File: src/rtl/hv_window_monitor_if.sv
// Sample stream, live window configuration and limit flags of the HV window monitor.
// The master drives samples and thresholds; the slave (monitor) returns registered flags.
interface hv_window_monitor_if #(
  parameter int DATA_W = 12
);
  logic              sample_valid;
  logic [DATA_W-1:0] sample;
  logic [DATA_W-1:0] thr_low;
  logic [DATA_W-1:0] thr_high;
  logic [DATA_W-1:0] hyst;
  logic              vn_l;
  logic              vn_h;
  logic              stale;
  logic              cfg_err;

  modport master (
    output sample_valid, sample, thr_low, thr_high, hyst,
    input  vn_l, vn_h, stale, cfg_err
  );

  modport slave (
    input  sample_valid, sample, thr_low, thr_high, hyst,
    output vn_l, vn_h, stale, cfg_err
  );
endinterface

File: src/rtl/hv_window_monitor.sv
// Debounced low/high window comparator with hysteresis and stale-sample watchdog; flags are
// registered one clk after the deciding strobe. No backpressure: every strobe is consumed.
module hv_window_monitor #(
  parameter int DATA_W   = 12,
  parameter int DEBOUNCE = 4,
  parameter int TIMEOUT  = 1024
) (
  input  logic               clk,
  input  logic               reset,
  input  logic               enable,
  hv_window_monitor_if.slave mon
);
  localparam int                WD_W  = $clog2(TIMEOUT + 1);
  localparam logic [WD_W-1:0]   TO_V  = WD_W'(TIMEOUT);
  localparam logic [7:0]        DB_V  = 8'(DEBOUNCE);
  localparam logic [DATA_W:0]   MAX_V = {1'b0, {DATA_W{1'b1}}};

  typedef enum logic [1:0] {ST_OK, ST_SET_PEND, ST_TRIP, ST_CLR_PEND} flag_st_e;

  typedef struct packed {
    flag_st_e   st;
    logic [7:0] cnt;
  } flag_t;

  localparam flag_t FLAG_IDLE = '{st: ST_OK, cnt: 8'd0};

  // Shared by both flags; qual/rel are already oriented for the low or high side.
  function automatic flag_t flag_next(flag_t cur, logic valid, logic qual, logic rel);
    flag_t nxt;
    nxt = cur;
    if (valid) begin
      case (cur.st)
        ST_OK: begin
          nxt.cnt = 8'd0;
          if (qual) begin
            if (DB_V == 8'd1) nxt.st = ST_TRIP;
            else begin
              nxt.st  = ST_SET_PEND;
              nxt.cnt = 8'd1;
            end
          end
        end
        ST_SET_PEND: begin
          if (!qual)                        nxt = FLAG_IDLE;
          else if (cur.cnt + 8'd1 == DB_V)  nxt = '{st: ST_TRIP, cnt: 8'd0};
          else                              nxt.cnt = cur.cnt + 8'd1;
        end
        ST_TRIP: begin
          nxt.cnt = 8'd0;
          if (rel) begin
            if (DB_V == 8'd1) nxt.st = ST_OK;
            else begin
              nxt.st  = ST_CLR_PEND;
              nxt.cnt = 8'd1;
            end
          end
        end
        ST_CLR_PEND: begin
          if (!rel)                         nxt = '{st: ST_TRIP, cnt: 8'd0};
          else if (cur.cnt + 8'd1 == DB_V)  nxt = FLAG_IDLE;
          else                              nxt.cnt = cur.cnt + 8'd1;
        end
        default: nxt = FLAG_IDLE;
      endcase
    end
    return nxt;
  endfunction

  flag_t           low_q, low_d, high_q, high_d;
  logic [WD_W-1:0] wd_q, wd_d;
  logic            stale_q, stale_d;
  logic            cfg_err_q, cfg_err_d;
  logic            vn_l_q, vn_l_d;
  logic            vn_h_q, vn_h_d;

  logic [DATA_W:0] rel_low_sum, rel_low, rel_high;
  logic            low_qual, low_rel, high_qual, high_rel;

  always_comb begin
    // Release levels carry an extra bit so the sum cannot wrap before saturation.
    rel_low_sum = {1'b0, mon.thr_low} + {1'b0, mon.hyst};
    rel_low     = (rel_low_sum > MAX_V) ? MAX_V : rel_low_sum;
    rel_high    = (mon.thr_high >= mon.hyst) ? {1'b0, mon.thr_high - mon.hyst} : '0;

    low_qual  = mon.sample < mon.thr_low;
    low_rel   = {1'b0, mon.sample} >= rel_low;
    high_qual = mon.sample > mon.thr_high;
    high_rel  = {1'b0, mon.sample} <= rel_high;

    cfg_err_d = mon.thr_low >= mon.thr_high;

    low_d   = FLAG_IDLE;
    high_d  = FLAG_IDLE;
    wd_d    = '0;
    stale_d = 1'b0;
    if (enable) begin
      low_d  = flag_next(low_q,  mon.sample_valid, low_qual,  low_rel);
      high_d = flag_next(high_q, mon.sample_valid, high_qual, high_rel);
      if (!mon.sample_valid) begin
        wd_d    = (wd_q < TO_V) ? wd_q + WD_W'(1) : wd_q;
        stale_d = stale_q | (wd_d == TO_V);
      end
    end

    // Built from next-state so a flag moves on the same edge that decides it.
    vn_l_d = enable & ((low_d.st == ST_TRIP) | (low_d.st == ST_CLR_PEND) | stale_d | cfg_err_d);
    vn_h_d = enable & ((high_d.st == ST_TRIP) | (high_d.st == ST_CLR_PEND) | cfg_err_d);
  end

  always_ff @(posedge clk) begin
    if (reset) begin
      low_q     <= FLAG_IDLE;
      high_q    <= FLAG_IDLE;
      wd_q      <= '0;
      stale_q   <= 1'b0;
      cfg_err_q <= 1'b0;
      vn_l_q    <= 1'b0;
      vn_h_q    <= 1'b0;
    end else begin
      low_q     <= low_d;
      high_q    <= high_d;
      wd_q      <= wd_d;
      stale_q   <= stale_d;
      cfg_err_q <= cfg_err_d;
      vn_l_q    <= vn_l_d;
      vn_h_q    <= vn_h_d;
    end
  end

  assign mon.vn_l    = vn_l_q;
  assign mon.vn_h    = vn_h_q;
  assign mon.stale   = stale_q;
  assign mon.cfg_err = cfg_err_q;
endmodule

File: src/flat_wrapper.sv
// flat-port wrapper written by rule: the top's interface ports become plain ports
module hv_window_monitor_flat 
#(
  parameter int DATA_W   = 12,
  parameter int DEBOUNCE = 4,
  parameter int TIMEOUT  = 1024
)
  (clk, reset, enable, mon_sample_valid, mon_sample, mon_thr_low, mon_thr_high, mon_hyst, mon_vn_l, mon_vn_h, mon_stale, mon_cfg_err);
  hv_window_monitor_if #(.DATA_W(DATA_W)) mon_i ();
  input  logic clk;
  input  logic reset;
  input  logic enable;
  input wire logic [$bits(mon_i.sample_valid)-1:0] mon_sample_valid;
  input wire logic [$bits(mon_i.sample)-1:0] mon_sample;
  input wire logic [$bits(mon_i.thr_low)-1:0] mon_thr_low;
  input wire logic [$bits(mon_i.thr_high)-1:0] mon_thr_high;
  input wire logic [$bits(mon_i.hyst)-1:0] mon_hyst;
  output wire logic [$bits(mon_i.vn_l)-1:0] mon_vn_l;
  output wire logic [$bits(mon_i.vn_h)-1:0] mon_vn_h;
  output wire logic [$bits(mon_i.stale)-1:0] mon_stale;
  output wire logic [$bits(mon_i.cfg_err)-1:0] mon_cfg_err;
  assign mon_i.sample_valid = mon_sample_valid;
  assign mon_i.sample = mon_sample;
  assign mon_i.thr_low = mon_thr_low;
  assign mon_i.thr_high = mon_thr_high;
  assign mon_i.hyst = mon_hyst;
  assign mon_vn_l = mon_i.vn_l;
  assign mon_vn_h = mon_i.vn_h;
  assign mon_stale = mon_i.stale;
  assign mon_cfg_err = mon_i.cfg_err;
  hv_window_monitor #(.DATA_W(DATA_W), .DEBOUNCE(DEBOUNCE), .TIMEOUT(TIMEOUT)) u_core (.clk(clk), .reset(reset), .enable(enable), .mon(mon_i));
endmodule
File: config.mk
export PLATFORM = sky130hd
export DESIGN_NAME = hv_window_monitor_flat
export DESIGN_NICKNAME = d
export VERILOG_FILES = /design/src/rtl/hv_window_monitor_if.sv /design/src/rtl/hv_window_monitor.sv /design/src/flat_wrapper.sv
export SDC_FILE = /design/constraint.sdc
export NUM_CORES = 1
export LEC_CHECK = 0
export CORE_ASPECT_RATIO = 1.75
export CORE_MARGIN = 2
export CORE_UTILIZATION = 61
export DETAILED_ROUTE_END_ITERATION = 7
export GPL_TIMING_DRIVEN = 1
export PLACE_DENSITY = 0.91
export SYNTH_ARGS = -nofsm -noshare
export SYNTH_HDL_FRONTEND = slang
export SYNTH_SLANG_ARGS = --single-unit
File: constraint.sdc
create_clock -name clk -period 10.4 [get_ports clk]
set_clock_uncertainty 0.05 [all_clocks]
set_input_delay 1.04 -clock clk [delete_from_list [all_inputs] [get_ports clk]]
set_output_delay 1.04 -clock clk [all_outputs]
set_load 0.005 [all_outputs]
Yosys cells after proc, flatten, opt, wreduce, memory -nomap -nowiden
Cells that the tools add are included.
Widths: inputs -> output; s select.
{"block": "totals", "regBits": 35}
{"block": "classes", "addsub": 5, "order_cmp": 8, "n_eq_ne": 13, "muxes": 25, "n_bitwise": 9, "n_reduce_logical": 4}
{"cell": "$mux 10", "count": 12}
{"cell": "$pmux 10 s4", "count": 2}
{"cell": "$ge 12x12->1", "count": 2}
{"cell": "$add 8x1->8 const B", "count": 2}
{"cell": "$eq 2x2->1 const B", "count": 8}
{"cell": "$eq 8x3->1 const B", "count": 2}
{"cell": "$mux 8", "count": 2}
{"cell": "$add 12x12->13", "count": 1}
{"cell": "$ge 12x13->1", "count": 1}
{"cell": "$gt 13x12->1 const B", "count": 1}
{"cell": "$le 12x13->1", "count": 1}
{"cell": "$mux 13", "count": 1}
{"cell": "$gt 12x12->1", "count": 1}
{"cell": "$lt 12x12->1", "count": 1}
{"cell": "$mux 12", "count": 1}
{"cell": "$sub 12x12->12", "count": 1}
{"cell": "$add 11x1->11 const B", "count": 1}
{"cell": "$eq 11x11->1 const B", "count": 1}
{"cell": "$lt 11x11->1 const B", "count": 1}
{"cell": "$mux 11", "count": 1}
{"cell": "$mux 2", "count": 4}
{"cell": "$or 1x1->1", "count": 6}
{"cell": "$eq 2x1->1 const B", "count": 2}
{"cell": "$logic_not 2->1", "count": 2}
{"cell": "other kinds (5)", "count": 7}

Longest topological paths before layout
{"block": "logic_depth", "word_depth": 13, "mapped_depth": 21}

Least setup slack after synthesis
OpenSTA, ideal clock, no wires.
{"block": "synth_path", "kind": "input to register", "from": "input mon_thr_high[0]", "to": "register u_core.high_q[7] (netlist name)", "setup_ns": 0.057, "arrival_ns": 4.548, "required_ns": 10.293, "slack_ns": 5.745, "cell_stages": 21, "n_path_buf": 2, "path_cell_list": "inv_1 > ha_1 > inv_1 > fa_1 > a21o_1 > a21o_1 > a221oi_2 > a21oi_1 > a41oi_1 > o21ai_1 > clkbuf_1 > nand2_1 > ha_1 > a21o_1 > a21oi_1 > o21ai_0 > o31ai_1 > a31oi_1 > buf_6 > nor4_2 > a21o_1"}
{"block": "synth_between", "elab_chain_len": 5}
{"item": "start: declaration", "line": "flat_wrapper.sv:16", "rtl": "input wire logic [$bits(mon_i.thr_high)-1:0] mon_thr_high;"}
{"item": "$sub 12x12->12 or $ge 12x12->1 (tied branches)", "line": "hv_window_monitor.sv:83", "rtl": "rel_high = (mon.thr_high >= mon.hyst) ? {1'b0, mon.thr_high - mon.hyst} : '0;"}
{"item": "$mux 12", "line": "hv_window_monitor.sv:83"}
{"item": "$le 12x13->1", "line": "hv_window_monitor.sv:88", "rtl": "high_rel = {1'b0, mon.sample} <= rel_high;"}
{"item": "$mux 10", "line": "hv_window_monitor.sv:59", "rtl": "if (!rel) nxt = '{st: ST_TRIP, cnt: 8'd0};"}
{"item": "$pmux 10 s4 *", "line": "hv_window_monitor.sv:32", "rtl": "case (cur.st)"}
{"item": "end signal: assignment", "line": "hv_window_monitor.sv:121", "rtl": "high_q <= high_d;"}
{"item": "end: declaration", "line": "hv_window_monitor.sv:69", "rtl": "flag_t low_q, low_d, high_q, high_d;"}
Every way passes the cells marked *; elsewhere a longest branch is shown, timed or not.
A chain may end at the register's enable or synchronous reset.

Worst setup path after layout
{"block": "layout_path", "from": "input mon_hyst[0]", "to": "register u_core.high_q[7] (netlist name)"}
{"block": "layout_between", "elab_chain_len": 5}
{"item": "start: declaration", "line": "flat_wrapper.sv:17", "rtl": "input wire logic [$bits(mon_i.hyst)-1:0] mon_hyst;"}
{"item": "$sub 12x12->12 or $ge 12x12->1 (tied branches)", "line": "hv_window_monitor.sv:83"}
{"item": "$mux 12 *", "line": "hv_window_monitor.sv:83"}
{"item": "$le 12x13->1 *", "line": "hv_window_monitor.sv:88"}
{"item": "$mux 10 *", "line": "hv_window_monitor.sv:59"}
{"item": "$pmux 10 s4 *", "line": "hv_window_monitor.sv:32"}
Marks and branches as above.

==> summary.txt <==
status = completed
met2 Resource Use GR = 0.587
Async SR Flop Fraction = 0
fin. max-slew vios = 0
CTS Buf Count = 5
Starting Density = 0.620
Core Region = 6810 sq um
total global routing track utilization = 0.319
RSZ-0062 raised after global routing = no
Leak = 2.25 nW
Main synth FF type = dfxtp_1
DR DRC count = 0
crit share post-route = 0.518
Worst-Margin Slew = 870 ps
Max Cap Viol = 0
initial antenna violation count = 0
Root Buffer = clkbuf_16
required time of the worst setup path = 10580 ps
most frequent cell after synthesis = ha_1
largest net degree at the start of global routing = 17
DIE WIDTH = 66.9 um
worst-case clock buffer depth = 2
via count = 4263
Max IR drop VDD = 0.0535 mV
post-CTS setup buffer count = 0
initial DRC count = 249
vias in the first global route = 4326
Die Y = 114 um
Worst Path Arrival = 5570 ps
Vias/cell = 6.30
DR WL/cell = 16.9 um
die area = 7630 sq um
FMAX = 0.186 GHz
Final min period = 5390 ps
number of core rows = 40
post-synthesis register bit count = 35
Post-CTS Hold Fix Bufs = 0
clk sink count = 35
Rel. slew slack = 0.418
layout cells sized above 1 = 0.0472
Netlist Area Pre-Place = 4220 sq um
crit path kind = in2reg
Post-synth EDFFs = 0
first-pass GRT wire length = 18.7 mm
number of cells upsized or downsized after cts = 0
largest cells by area after synthesis = ha_1 26%, dfxtp_1 17%, inv_1 4.7%
Setup violations, final = 0
Critical Path Fanout Max = 12
register area share after synthesis = 0.166
CTS tree = done
Pwr Density = 95.6 nW/um^2
Yosys top cell area share = 0.258
final net count = 733
worst hold slack = 432 ps
DRT antenna net count = 0
Post-Syn Instances = 539
crit path launch type = input port
IO Port Bufs = 55
Cell variety after synth = 64
GPL Wtd Cong = 0.964
final hold violations = 0
Syn-to-layout area delta = 17.8%
synthesized area per cell = 7.83 sq um
global route hottest layer = met2
Routed Wire Length = 11.4 mm
synth warn = 0
io pins = 56
Worst-Skew Late Latency = 290 ps
diode count = 0
met1 Track Usage GR = 0.282
CP Capture Type = flop
clk slew on worst S/H paths = 60 ps
H-tree depth = 2
Syn Nets = 680
hpwl dp = 9.76 mm
DRT Pass-1 Iters = 5
Tot Pwr = 0.476 mW
Synth area leader = ha_1
most frequent cells after synthesis = 87 x ha_1, 53 x inv_1, 45 x nand2_1
met3 usage = 0.0334
worst hold path type = reg2reg
total grt overflow = 0
TNS Setup = 0 ps
[final cells by class]
class | instances | area (sq um)
Multi-Input combinational cell | 442 | 3270
Fill cell | 533 | 1830
Sequential cell | 35 | 701
Timing Repair Buffer | 55 | 551
Inverter | 53 | 199
Clock buffer | 5 | 125
Tap cell | 84 | 105
Clock inverter | 3 | 20.0
[report_power, final]
part | leakage, nW | internal, mW | switching (mW)
combinational | 1.90 | 0.0880 | 0.102
clock | 0.0658 | 0.0882 | 0.0600
sequential | 0.283 | 0.136 | 0.00134
total | 2.25 | 0.312 | 0.164
[metrics by stage]
| stage | std cells | util | setup WS (ps) | cell area (sq um) |
|---|---|---|---|---|
| 6_report | 677 | 0.731 | 5010 | 4970 |
| 5_1_grt | 677 | 0.731 | 4550 | 4970 |
| 4_1_cts | 677 | 0.731 | 5000 | 4970 |
| 3_5_place_dp | 669 | 0.709 | 4700 | 4830 |
| 3_3_place_gp | 669 | 0.709 | 4930 | 4830 |
| 2_1_floorplan | 539 | - | 5750 | 4220 |
[sequential cells by signal, summed over array words and instances, names as in the netlist]
name and flops:
u_core.mon.cfg_err 1, u_core.high_q 10, u_core.mon.stale 1, u_core.low_q 10
u_core.wd_q 11, u_core.mon.vn_h 1, u_core.mon.vn_l 1
[cell usage in the layout (no fill, tap or decap), types with 2 or more instances in the layout]
master	instances
a211oi_1	8
a21o_1	17
a21oi_1	29
a22o_1	2
a311o_1	2
a31oi_1	7
and3_1	8
clkbuf_16	5
clkdlybuf4s50_1	55
clkinvlp_4	2
dfxtp_1	35
fa_1	2
ha_1	87
inv_1	53
nand2_1	45
nand2b_1	12
nand3_1	24
nand4_1	11
nor2_1	41
nor2_2	10
nor2b_1	13
nor3_1	5
nor4_1	4
o2111ai_1	2
o211ai_1	3
o21a_1	10
o21ai_0	18
o21ai_1	7
o21bai_1	4
o22a_1	2
o22ai_1	4
o311ai_1	2
o31ai_1	3
or3_1	2
xnor2_1	19
xor2_1	11
[logic make-up (layout without fill, tap and decap cells)]
group / after synthesis / in the layout / share of synthesized area
mux: 1 / 1 / 0.00237
compound gates: 135 / 135 / 0.218
buf+inv: 62 / 116 / 0.0590
flops: 35 / 35 / 0.166
xor+xnor: 30 / 30 / 0.0622
simple gates: 187 / 187 / 0.225
fa+ha+maj: 89 / 89 / 0.267
[layer usage]
| layer | part of all wire | vias up | wire (um) |
|---|---|---|---|
| met5 | 0 | - | 0 |
| met4 | 0.11 | 0 | 1230 |
| met3 | 0.037 | 73 | 423 |
| met2 | 0.52 | 171 | 5950 |
| met1 | 0.34 | 1968 | 3840 |
| li1 | - | 2051 | - |
[worst paths after layout]
check                                       from                to  depth (start not counted)  slack (ps)
worst max-delay path                 mon_hyst[0]  u_core.high_q[7]                         19        5010
worst min-delay path            u_core.mon.stale  u_core.mon.stale                          2         430
worst max register to register   u_core.low_q[1]   u_core.mon.vn_l                          8        8200
worst min register to register  u_core.mon.stale  u_core.mon.stale                          2         430
[worst max-delay path: stages]
cell and delay (ps):
clkdlybuf4s50_1 510, ha_1 190, inv_1 60, fa_1 390, a21o_1 200, a21o_1 210, a221oi_2 310, a21oi_1 170
a41oi_1 210, o21ai_1 270, nand2_1 140, ha_1 250, a21o_1 180, a21oi_1 170, o21ai_0 110, o31ai_1 350
a31oi_1 370, nor4_2 340, a21o_1 110
Note: power is estimated with default switching activity, not from simulation.
